`src/rtl/program_loader.sv`:
```
// ============================================================================
// program_loader: boot loader that assembles UART bytes into instruction words,
// writes them into instruction memory and holds the CPU in reset until a good load.
// Optional macro LOADER_CHECKSUM_EN adds a trailing mod-256 checksum byte.
// Revision: 1.0
// ============================================================================
`default_nettype none

module program_loader #(
  parameter int         ADDRESS_BITWIDTH = 10,
  parameter logic [7:0] ACK_OK           = 8'hAA,
  parameter logic [7:0] ACK_ERR          = 8'hEE
) (
  input  logic                        clk,
  input  logic                        reset,
  input  logic [7:0]                  rx_data,
  input  logic                        rx_valid,
  output logic [ADDRESS_BITWIDTH-1:0] imem_address,
  output logic [31:0]                 imem_write_data,
  output logic                        imem_wren,
  output logic [7:0]                  tx_data,
  output logic                        tx_valid,
  input  logic                        tx_ready,
  output logic                        cpu_reset_n,
  output logic                        busy,
  output logic                        error
);

  localparam logic [32:0]               c_CAPACITY = 33'd1 << ADDRESS_BITWIDTH;
  localparam logic [ADDRESS_BITWIDTH:0] c_WORD_ONE = {{ADDRESS_BITWIDTH{1'b0}}, 1'b1};

  typedef enum logic [2:0] {
    S_HEADER,
    S_DATA,
`ifdef LOADER_CHECKSUM_EN
    S_CHECK,
`endif
    S_ACK,
    S_RUN,
    S_ERROR
  } state_t;

  state_t                      state_q, state_d;
  logic [1:0]                  byte_cnt_q, byte_cnt_d;
  logic [23:0]                 shift_q, shift_d;
  logic [ADDRESS_BITWIDTH:0]   n_q, n_d;
  logic [ADDRESS_BITWIDTH:0]   word_cnt_q, word_cnt_d;
  logic [ADDRESS_BITWIDTH-1:0] addr_q, addr_d;
  logic [31:0]                 wdata_q, wdata_d;
  logic                        wren_q, wren_d;
  logic [7:0]                  tx_data_q, tx_data_d;
  logic                        tx_valid_q, tx_valid_d;
  logic                        run_q, run_d;
  logic                        busy_q, busy_d;
  logic                        error_q, error_d;
`ifdef LOADER_CHECKSUM_EN
  logic [7:0]                  sum_q, sum_d;
`endif

  logic [31:0]                 w_word;
  logic                        w_header_bad;
  logic                        w_handshake;
  logic [ADDRESS_BITWIDTH:0]   w_word_cnt_inc;

  // Bytes arrive LSB first, so the newest byte always lands in the top lane.
  assign w_word         = {rx_data, shift_q};
  assign w_header_bad   = (w_word == 32'd0) || ({1'b0, w_word} > c_CAPACITY);
  assign w_handshake    = tx_valid_q & tx_ready;
  assign w_word_cnt_inc = word_cnt_q + c_WORD_ONE;

  always_comb begin
    state_d    = state_q;
    byte_cnt_d = byte_cnt_q;
    shift_d    = shift_q;
    n_d        = n_q;
    word_cnt_d = word_cnt_q;
    addr_d     = addr_q;
    wdata_d    = wdata_q;
    wren_d     = 1'b0;
    tx_data_d  = tx_data_q;
    tx_valid_d = tx_valid_q;
    run_d      = run_q;
`ifdef LOADER_CHECKSUM_EN
    sum_d      = sum_q;
`endif

    case (state_q)
      S_HEADER: begin
        if (rx_valid) begin
          shift_d    = w_word[31:8];
          byte_cnt_d = byte_cnt_q + 2'd1;
          if (byte_cnt_q == 2'd3) begin
            // Range check uses the full 32-bit count; only then is it truncated.
            n_d        = w_word[ADDRESS_BITWIDTH:0];
            word_cnt_d = '0;
`ifdef LOADER_CHECKSUM_EN
            sum_d      = 8'd0;
`endif
            if (w_header_bad) begin
              state_d    = S_ERROR;
              tx_valid_d = 1'b1;
              tx_data_d  = ACK_ERR;
            end else begin
              state_d = S_DATA;
            end
          end
        end
      end
      S_DATA: begin
        if (rx_valid) begin
          shift_d    = w_word[31:8];
          byte_cnt_d = byte_cnt_q + 2'd1;
`ifdef LOADER_CHECKSUM_EN
          sum_d      = sum_q + rx_data;
`endif
          if (byte_cnt_q == 2'd3) begin
            wren_d     = 1'b1;
            addr_d     = word_cnt_q[ADDRESS_BITWIDTH-1:0];
            wdata_d    = w_word;
            word_cnt_d = w_word_cnt_inc;
            if (w_word_cnt_inc == n_q) begin
`ifdef LOADER_CHECKSUM_EN
              state_d    = S_CHECK;
`else
              state_d    = S_ACK;
              tx_valid_d = 1'b1;
              tx_data_d  = ACK_OK;
`endif
            end
          end
        end
      end
`ifdef LOADER_CHECKSUM_EN
      S_CHECK: begin
        if (rx_valid) begin
          tx_valid_d = 1'b1;
          if (rx_data == sum_q) begin
            state_d   = S_ACK;
            tx_data_d = ACK_OK;
          end else begin
            state_d   = S_ERROR;
            tx_data_d = ACK_ERR;
          end
        end
      end
`endif
      S_ACK: begin
        if (w_handshake) begin
          tx_valid_d = 1'b0;
          run_d      = 1'b1;
          state_d    = S_RUN;
        end
      end
      S_RUN: begin
        run_d = 1'b1;
      end
      S_ERROR: begin
        if (w_handshake) begin
          tx_valid_d = 1'b0;
        end
      end
      default: begin
        state_d = S_HEADER;
      end
    endcase

    busy_d = (state_d == S_HEADER) || (state_d == S_DATA)
`ifdef LOADER_CHECKSUM_EN
             || (state_d == S_CHECK)
`endif
             ;
    error_d = (state_d == S_ERROR);
  end

  always_ff @(posedge clk or posedge reset) begin
    if (reset) begin
      state_q    <= S_HEADER;
      byte_cnt_q <= 2'd0;
      shift_q    <= 24'd0;
      n_q        <= '0;
      word_cnt_q <= '0;
      addr_q     <= '0;
      wdata_q    <= 32'd0;
      wren_q     <= 1'b0;
      tx_data_q  <= 8'd0;
      tx_valid_q <= 1'b0;
      run_q      <= 1'b0;
      busy_q     <= 1'b1;
      error_q    <= 1'b0;
`ifdef LOADER_CHECKSUM_EN
      sum_q      <= 8'd0;
`endif
    end else begin
      state_q    <= state_d;
      byte_cnt_q <= byte_cnt_d;
      shift_q    <= shift_d;
      n_q        <= n_d;
      word_cnt_q <= word_cnt_d;
      addr_q     <= addr_d;
      wdata_q    <= wdata_d;
      wren_q     <= wren_d;
      tx_data_q  <= tx_data_d;
      tx_valid_q <= tx_valid_d;
      run_q      <= run_d;
      busy_q     <= busy_d;
      error_q    <= error_d;
`ifdef LOADER_CHECKSUM_EN
      sum_q      <= sum_d;
`endif
    end
  end

  assign imem_address    = addr_q;
  assign imem_write_data = wdata_q;
  assign imem_wren       = wren_q;
  assign tx_data         = tx_data_q;
  assign tx_valid        = tx_valid_q;
  assign cpu_reset_n     = run_q;
  assign busy            = busy_q;
  assign error           = error_q;

endmodule

`default_nettype wire

```
`config.mk`:
```
export PLATFORM = sky130hd
export DESIGN_NAME = program_loader
export DESIGN_NICKNAME = d
export VERILOG_FILES = /design/src/rtl/program_loader.sv
export SDC_FILE = /design/constraint.sdc
export NUM_CORES = 1
export LEC_CHECK = 0
export ABC_CLOCK_PERIOD_IN_PS = 4100
export CORE_ASPECT_RATIO = 0.7
export CORE_UTILIZATION = 54
export DETAILED_ROUTE_END_ITERATION = 16
export PLACE_DENSITY = 0.79
export SYNTH_ARGS = -nofsm -noshare
export SYNTH_HDL_FRONTEND = slang
export SYNTH_SLANG_ARGS = --single-unit
```
`constraint.sdc`:
```
create_clock -name clk -period 4.1 [get_ports clk]
set_clock_uncertainty 0.2 [all_clocks]
set_input_delay 0.82 -clock clk [delete_from_list [all_inputs] [get_ports clk]]
set_output_delay 0.82 -clock clk [all_outputs]
set_load 0.03 [all_outputs]
```
# After elaboration in Yosys (flattened, before gate mapping)
# Index checks and enable logic that the tools add are counted.
[word_totals] register_bits=106 inputBits=12 out_inout_bits=55 wordCells=84
[op_classes] addsub=2 n_lt_le_gt_ge=1 n_eq_ne=16 mux=33 n_bitwise=1 n_reduce_logical=18
[ops] cell="$mux 8" n=6
[ops] cell="$mux 11" n=4
[ops] cell="$gt 32x11->1 const B" n=1
[ops] cell="$logic_not 32->1" n=1
[ops] cell="$pmux 11 s2" n=1
[ops] cell="$mux 3" n=7
[ops] cell="$pmux 8 s2" n=1
[ops] cell="$ne 2x2->1 const B" n=7
[ops] cell="$pmux 3 s4" n=1
[ops] cell="$add 11x1->11 const B" n=1
[ops] cell="$eq 11x11->1" n=1
[ops] cell="$mux 1" n=11
[ops] cell="$reduce_and 8->1" n=1
[ops] cell="$reduce_and 7->1" n=1
[ops] cell="$eq 3x1->1 const B" n=2
[ops] cell="$eq 3x2->1 const B" n=2
[ops] cell="$eq 3x3->1 const B" n=2
[ops] cell="$logic_not 3->1" n=2
[ops] cell="$reduce_and 3->1" n=2
[ops] cell="$reduce_or 2->1" n=3
[ops] cell="$reduce_and 5->1" n=1
[ops] cell="$reduce_and 2->1" n=2
[ops] cell="$reduce_bool 2->1" n=2
[ops] cell="$pmux 1 s3" n=1
[ops] cell="other kinds (7)" n=8

# Depth between registers and ports, before layout
[logic_depth] word_depth=8 ltp_mapped=8 mapped_depth_nobuf=7

# Worst setup path after synthesis
# No wires, ideal clock.
[synth_timing] kind="reg-to-reg" start="register word_cnt_q[1]" end="register tx_data_q[5] (netlist: tx_data[5])" setup_time_ns=0.131 arrival_time_ns=1.846 required_time_ns=3.769 setup_slack_ns=1.923 path_stages_with_launch=9 path_buffers=1 synth_period_minus_slack_ns=2.177 cell_sequence="dfrtp_1 -> ha_1 -> buf_2 -> nand3_2 -> or3_1 -> xnor2_1 -> nand4_1 -> nor3_2 -> or3_1"
[synth_via] elab_chain_cells=4
[synth_lines] element="from (decl)" line_no="47" text="logic [ADDRESS_BITWIDTH:0] word_cnt_q, word_cnt_d;"
[synth_lines] element="from (signal assigned)" line_no="198" text="word_cnt_q <= word_cnt_d;"
[synth_lines] element="$add 11x1->11" line_no="69" text="assign w_word_cnt_inc = word_cnt_q + c_WORD_ONE;"
[synth_lines] element="$eq 11x11->1" line_no="121" text="if (w_word_cnt_inc == n_q) begin"
[synth_lines] element="$ne 2x2->1 (no source line)"
[synth_lines] element="$reduce_and 7->1 (no source line)"
[synth_lines] element="to (signal assigned)" line_no="202" text="tx_data_q <= tx_data_d;"
[synth_lines] element="to (decl)" line_no="51" text="logic [7:0] tx_data_q, tx_data_d;"
# No other way between the ends.
# A chain may end at the register's enable or synchronous reset.

# Final worst setup path
[layout_timing] start="register word_cnt_q[0]" end="register tx_data_q[5] (netlist: tx_data[5])"
# The elaborated chain is that of the path after synthesis.

==> flow_metrics.py <==
metrics = {
    "job": {
        "max_cap_violations": 0,
    },
    "layout": {
        "synthToLayoutAreaGrowth_pct": 22.4,
        "finalInstanceArea_um2": 5390,
        "antennaDiodeCount": 0,
        "drive_above_1_share_pct": 13.5,
        "layout.nets": 490,
    },
    "setup_path": {
        "cp_max_fo": 9,
        "regToRegStartpoint": "word_cnt_q[0]",
        "endpoint_kind": "flop",
        "crit_chain": "ha_1 -> nand3_2 -> or3_1 -> xnor2_1 -> nand4_1 -> nor3_2 -> or3_1",
        "cp.arrival_ps": 2660,
        "startpoint_type": "flop",
        "crit_family": "simple AND/OR/NAND/NOR gates",
        "critPathLaunch": "word_cnt_q[0]",
        "cp_slowest_cell": "dfrtp_1",
        "cp_common_cell": "or3_1",
        "cp.buffers_inverters": 0,
        "crit_type": "reg -> reg",
        "cp.required_ps": 4180,
        "critPathMaxStageDelay_ps": 510,
    },
    "global_routing": {
        "grt_pass1_vias": 3110,
        "grt_first_pass_wirelength_um": 15800,
        "grt.overflow.total": 0,
        "grt_usage_pct": 24.7,
        "grt_max_degree": 65,
        "antenna_found_initial": 0,
    },
    "floorplan": {
        "die_height_um": 77.5,
        "die_w_um": 110,
        "start_util_pct": 55.9,
        "io_pins": 67,
        "coreArea_um2": 7870,
        "die_area_um2": 8520,
        "row_count": 27,
    },
    "placed_design": {
        "place_hpwl_um": 6400,
        "portBuffers": 64,
        "place_area_um2": 5050,
        "place_congestion": 0.911,
    },
    "clock_tree": {
        "ctsHoldBuffers": 0,
        "cts_tree": "yes",
        "cts-resized-gates": 0,
        "insertion_delay_ps": 340,
        "root_buffer": "clkbuf_16",
        "cts-htree-levels": 3,
        "clockBufferDepth": 2,
        "path_clk_slew_ps": 60,
        "numClockSinks": 100,
        "post_cts_buffers": 0,
        "cts_buffers": 9,
    },
    "routing": {
        "drtAntennaViolNets": 0,
        "vias": 3225,
        "routed_wl_um": 9710,
        "wire_per_inst_um": 16.7,
        "drc": 0,
        "drt_iter0_markers": 216,
        "first_pass_iters": 5,
        "viasPerCell": 5.54,
    },
    "logic_synthesis": {
        "async_reset_ff_share_pct": 100,
        "yosys.area_share.adder_pct": 0.569,
        "synthMuxAreaShare_pct": 9.22,
        "synth_top_family_by_area": "simple AND/OR/NAND/NOR gates",
        "seq_area_frac_synth_pct": 56.9,
        "yosys.area_share.simple_pct": 19.1,
        "synth_cell_types": 46,
        "synth_compound_area_share_pct": 5.95,
        "synth_xor_xnor_area_share_pct": 3.98,
        "yosys_warnings": 0,
        "ys.flop_type": "dfrtp_1",
        "synth.avg_cell_area_um2": 10.3,
        "synth_edf_count": 0,
        "ys_ff_latch": 100,
        "syn_area_um2": 4400,
        "netlist_instances": 426,
    },
    "timing": {
        "setup_violations": 0,
        "hold_violations": 0,
        "min_period_ps": 2580,
        "slew_viol_final": 0,
        "min_period_over_period_pct": 62.9,
        "slew_headroom_pct": 46.7,
        "rsz0062_at_grt": "no",
        "max_freq_mhz": 388,
        "tightest_slew_ps": 799,
        "fin_tns_setup_ps": 0,
    },
    "power_and_ir_drop": {
        "ir_worst_vdd_v": 0.000198,
        "power.leakage_nw": 2.63,
        "cellPowerDensity_nw_per_um2": 364,
    },
    "min_path": {
        "hold_class": "reg -> reg",
        "hp-start": "imem_address[4]",
    },
    "status": {
        "outcome": "complete, no violations",
    },
}
cells by family (layout without fill, tap and decap cells):
logic type | count (synthesis) | count (layout)
AO/OA/AOI/OAI | 40 | 40
AND/OR/NAND/NOR | 192 | 192
buffers and inverters | 35 | 89
adder cells (fa/ha/maj) | 2 | 2
flip-flops | 100 | 100
multiplexers | 36 | 36
other | 1 | 2
XOR/XNOR | 20 | 20
layer usage:
layer	global-route usage, %	wire [um]	share of wire (%)	vias up
li1	-	-	-	1515
met1	38.0	4640	48	1585
met2	34.4	4280	44	115
met3	6.81	713	7.3	10
met4	6.27	83	0.85	0
met5	0	0	0	-
worst min-delay path, stage by stage, from the launching register on:
cell and delay, ps:
dfrtp_1 340, nand2_1 50, nand2_1 50
power by group:
group / total (mW) / internal (mW) / switching [mW]
sequential: 0.986 / 0.986 / 0
combinational: 0.0387 / 0.0121 / 0.0266
clock: 0.935 / 0.570 / 0.365
total: 1.96 / 1.57 / 0.392
stage by stage:
| step | setup slack [ps] | cells | utilization [%] | hold slack, ps | power (mW) |
|---|---|---|---|---|---|
| after floorplan | 463 | 427 | - | 248 | 1.02 |
| after global placement | 1270 | 566 | 64.2 | 257 | 1.04 |
| after detailed placement | 1210 | 566 | 64.2 | 263 | 1.04 |
| after CTS | 1520 | 582 | 68.4 | 279 | 1.97 |
| after global routing | 1350 | 582 | 68.4 | 296 | 2.02 |
| final | 1520 | 582 | 68.4 | 273 | 1.96 |
sequential cells by signal, summed over array words and instances (netlist names):
name / cells
imem_write_data: 32
shift_q: 24
n_q: 11
word_cnt_q: 11
imem_address: 10
state_q: 3
byte_cnt_q: 2
tx_data: 2
busy: 1
cpu_reset_n: 1
error: 1
imem_wren: 1
tx_valid: 1
path summary, 6_finish.rpt:
| kind | end | slack (ps) | cells after the start |
|---|---|---|---|
| max in group asynchronous | shift_q[23] | 2240 | 3 |
| min in group asynchronous | imem_write_data[18] | 770 | 2 |
| worst min register to register | imem_address[4] | 270 | 2 |
| worst max-delay path | tx_data[5] | 1520 | 7 |
| worst min-delay path | imem_address[4] | 270 | 2 |
| worst max register to register | tx_data[5] | 1520 | 7 |
Yosys cell counts, drive strengths merged, types with 2 or more instances:
library cell,number,area share [%]
nand3,9,1.1
o21a,2,0.34
mux2,36,9.2
nor3b,2,0.34
a211oi,2,0.46
buf,21,3.0
xor2,7,1.4
o21ai,11,1.3
nand4,6,1.0
and2,4,0.63
xnor2,13,2.6
inv,5,0.43
o31ai,8,1.4
dfrtp,99,56
and3,3,0.43
nor4,7,1.1
or3,2,0.28
clkbuf,9,0.77
a31oi,3,0.43
a21oi,6,0.68
a21o,3,0.51
nor2,10,0.85
nand2,143,12
nor3,2,0.34
ha,2,0.57
placed cells by master (no fill, tap or decap), drive strengths merged, types with 8 or more instances in the layout:
cell / n
clkbuf: 11
clkdlybuf4s50: 64
dfrtp: 99
mux2: 36
nand2: 143
nand3: 9
nor2: 10
o21ai: 11
o31ai: 8
xnor2: 13
layout make-up:
type | instances | area, um^2
multi-input cells | 292 | 1720
clock inverters | 5 | 82.6
fillers | 609 | 2490
well taps | 101 | 126
flip-flops and latches | 100 | 2500
inverters | 5 | 21.3
repair buffers | 68 | 683
clock buffers | 11 | 253
(Power assumes the default switching activity.)
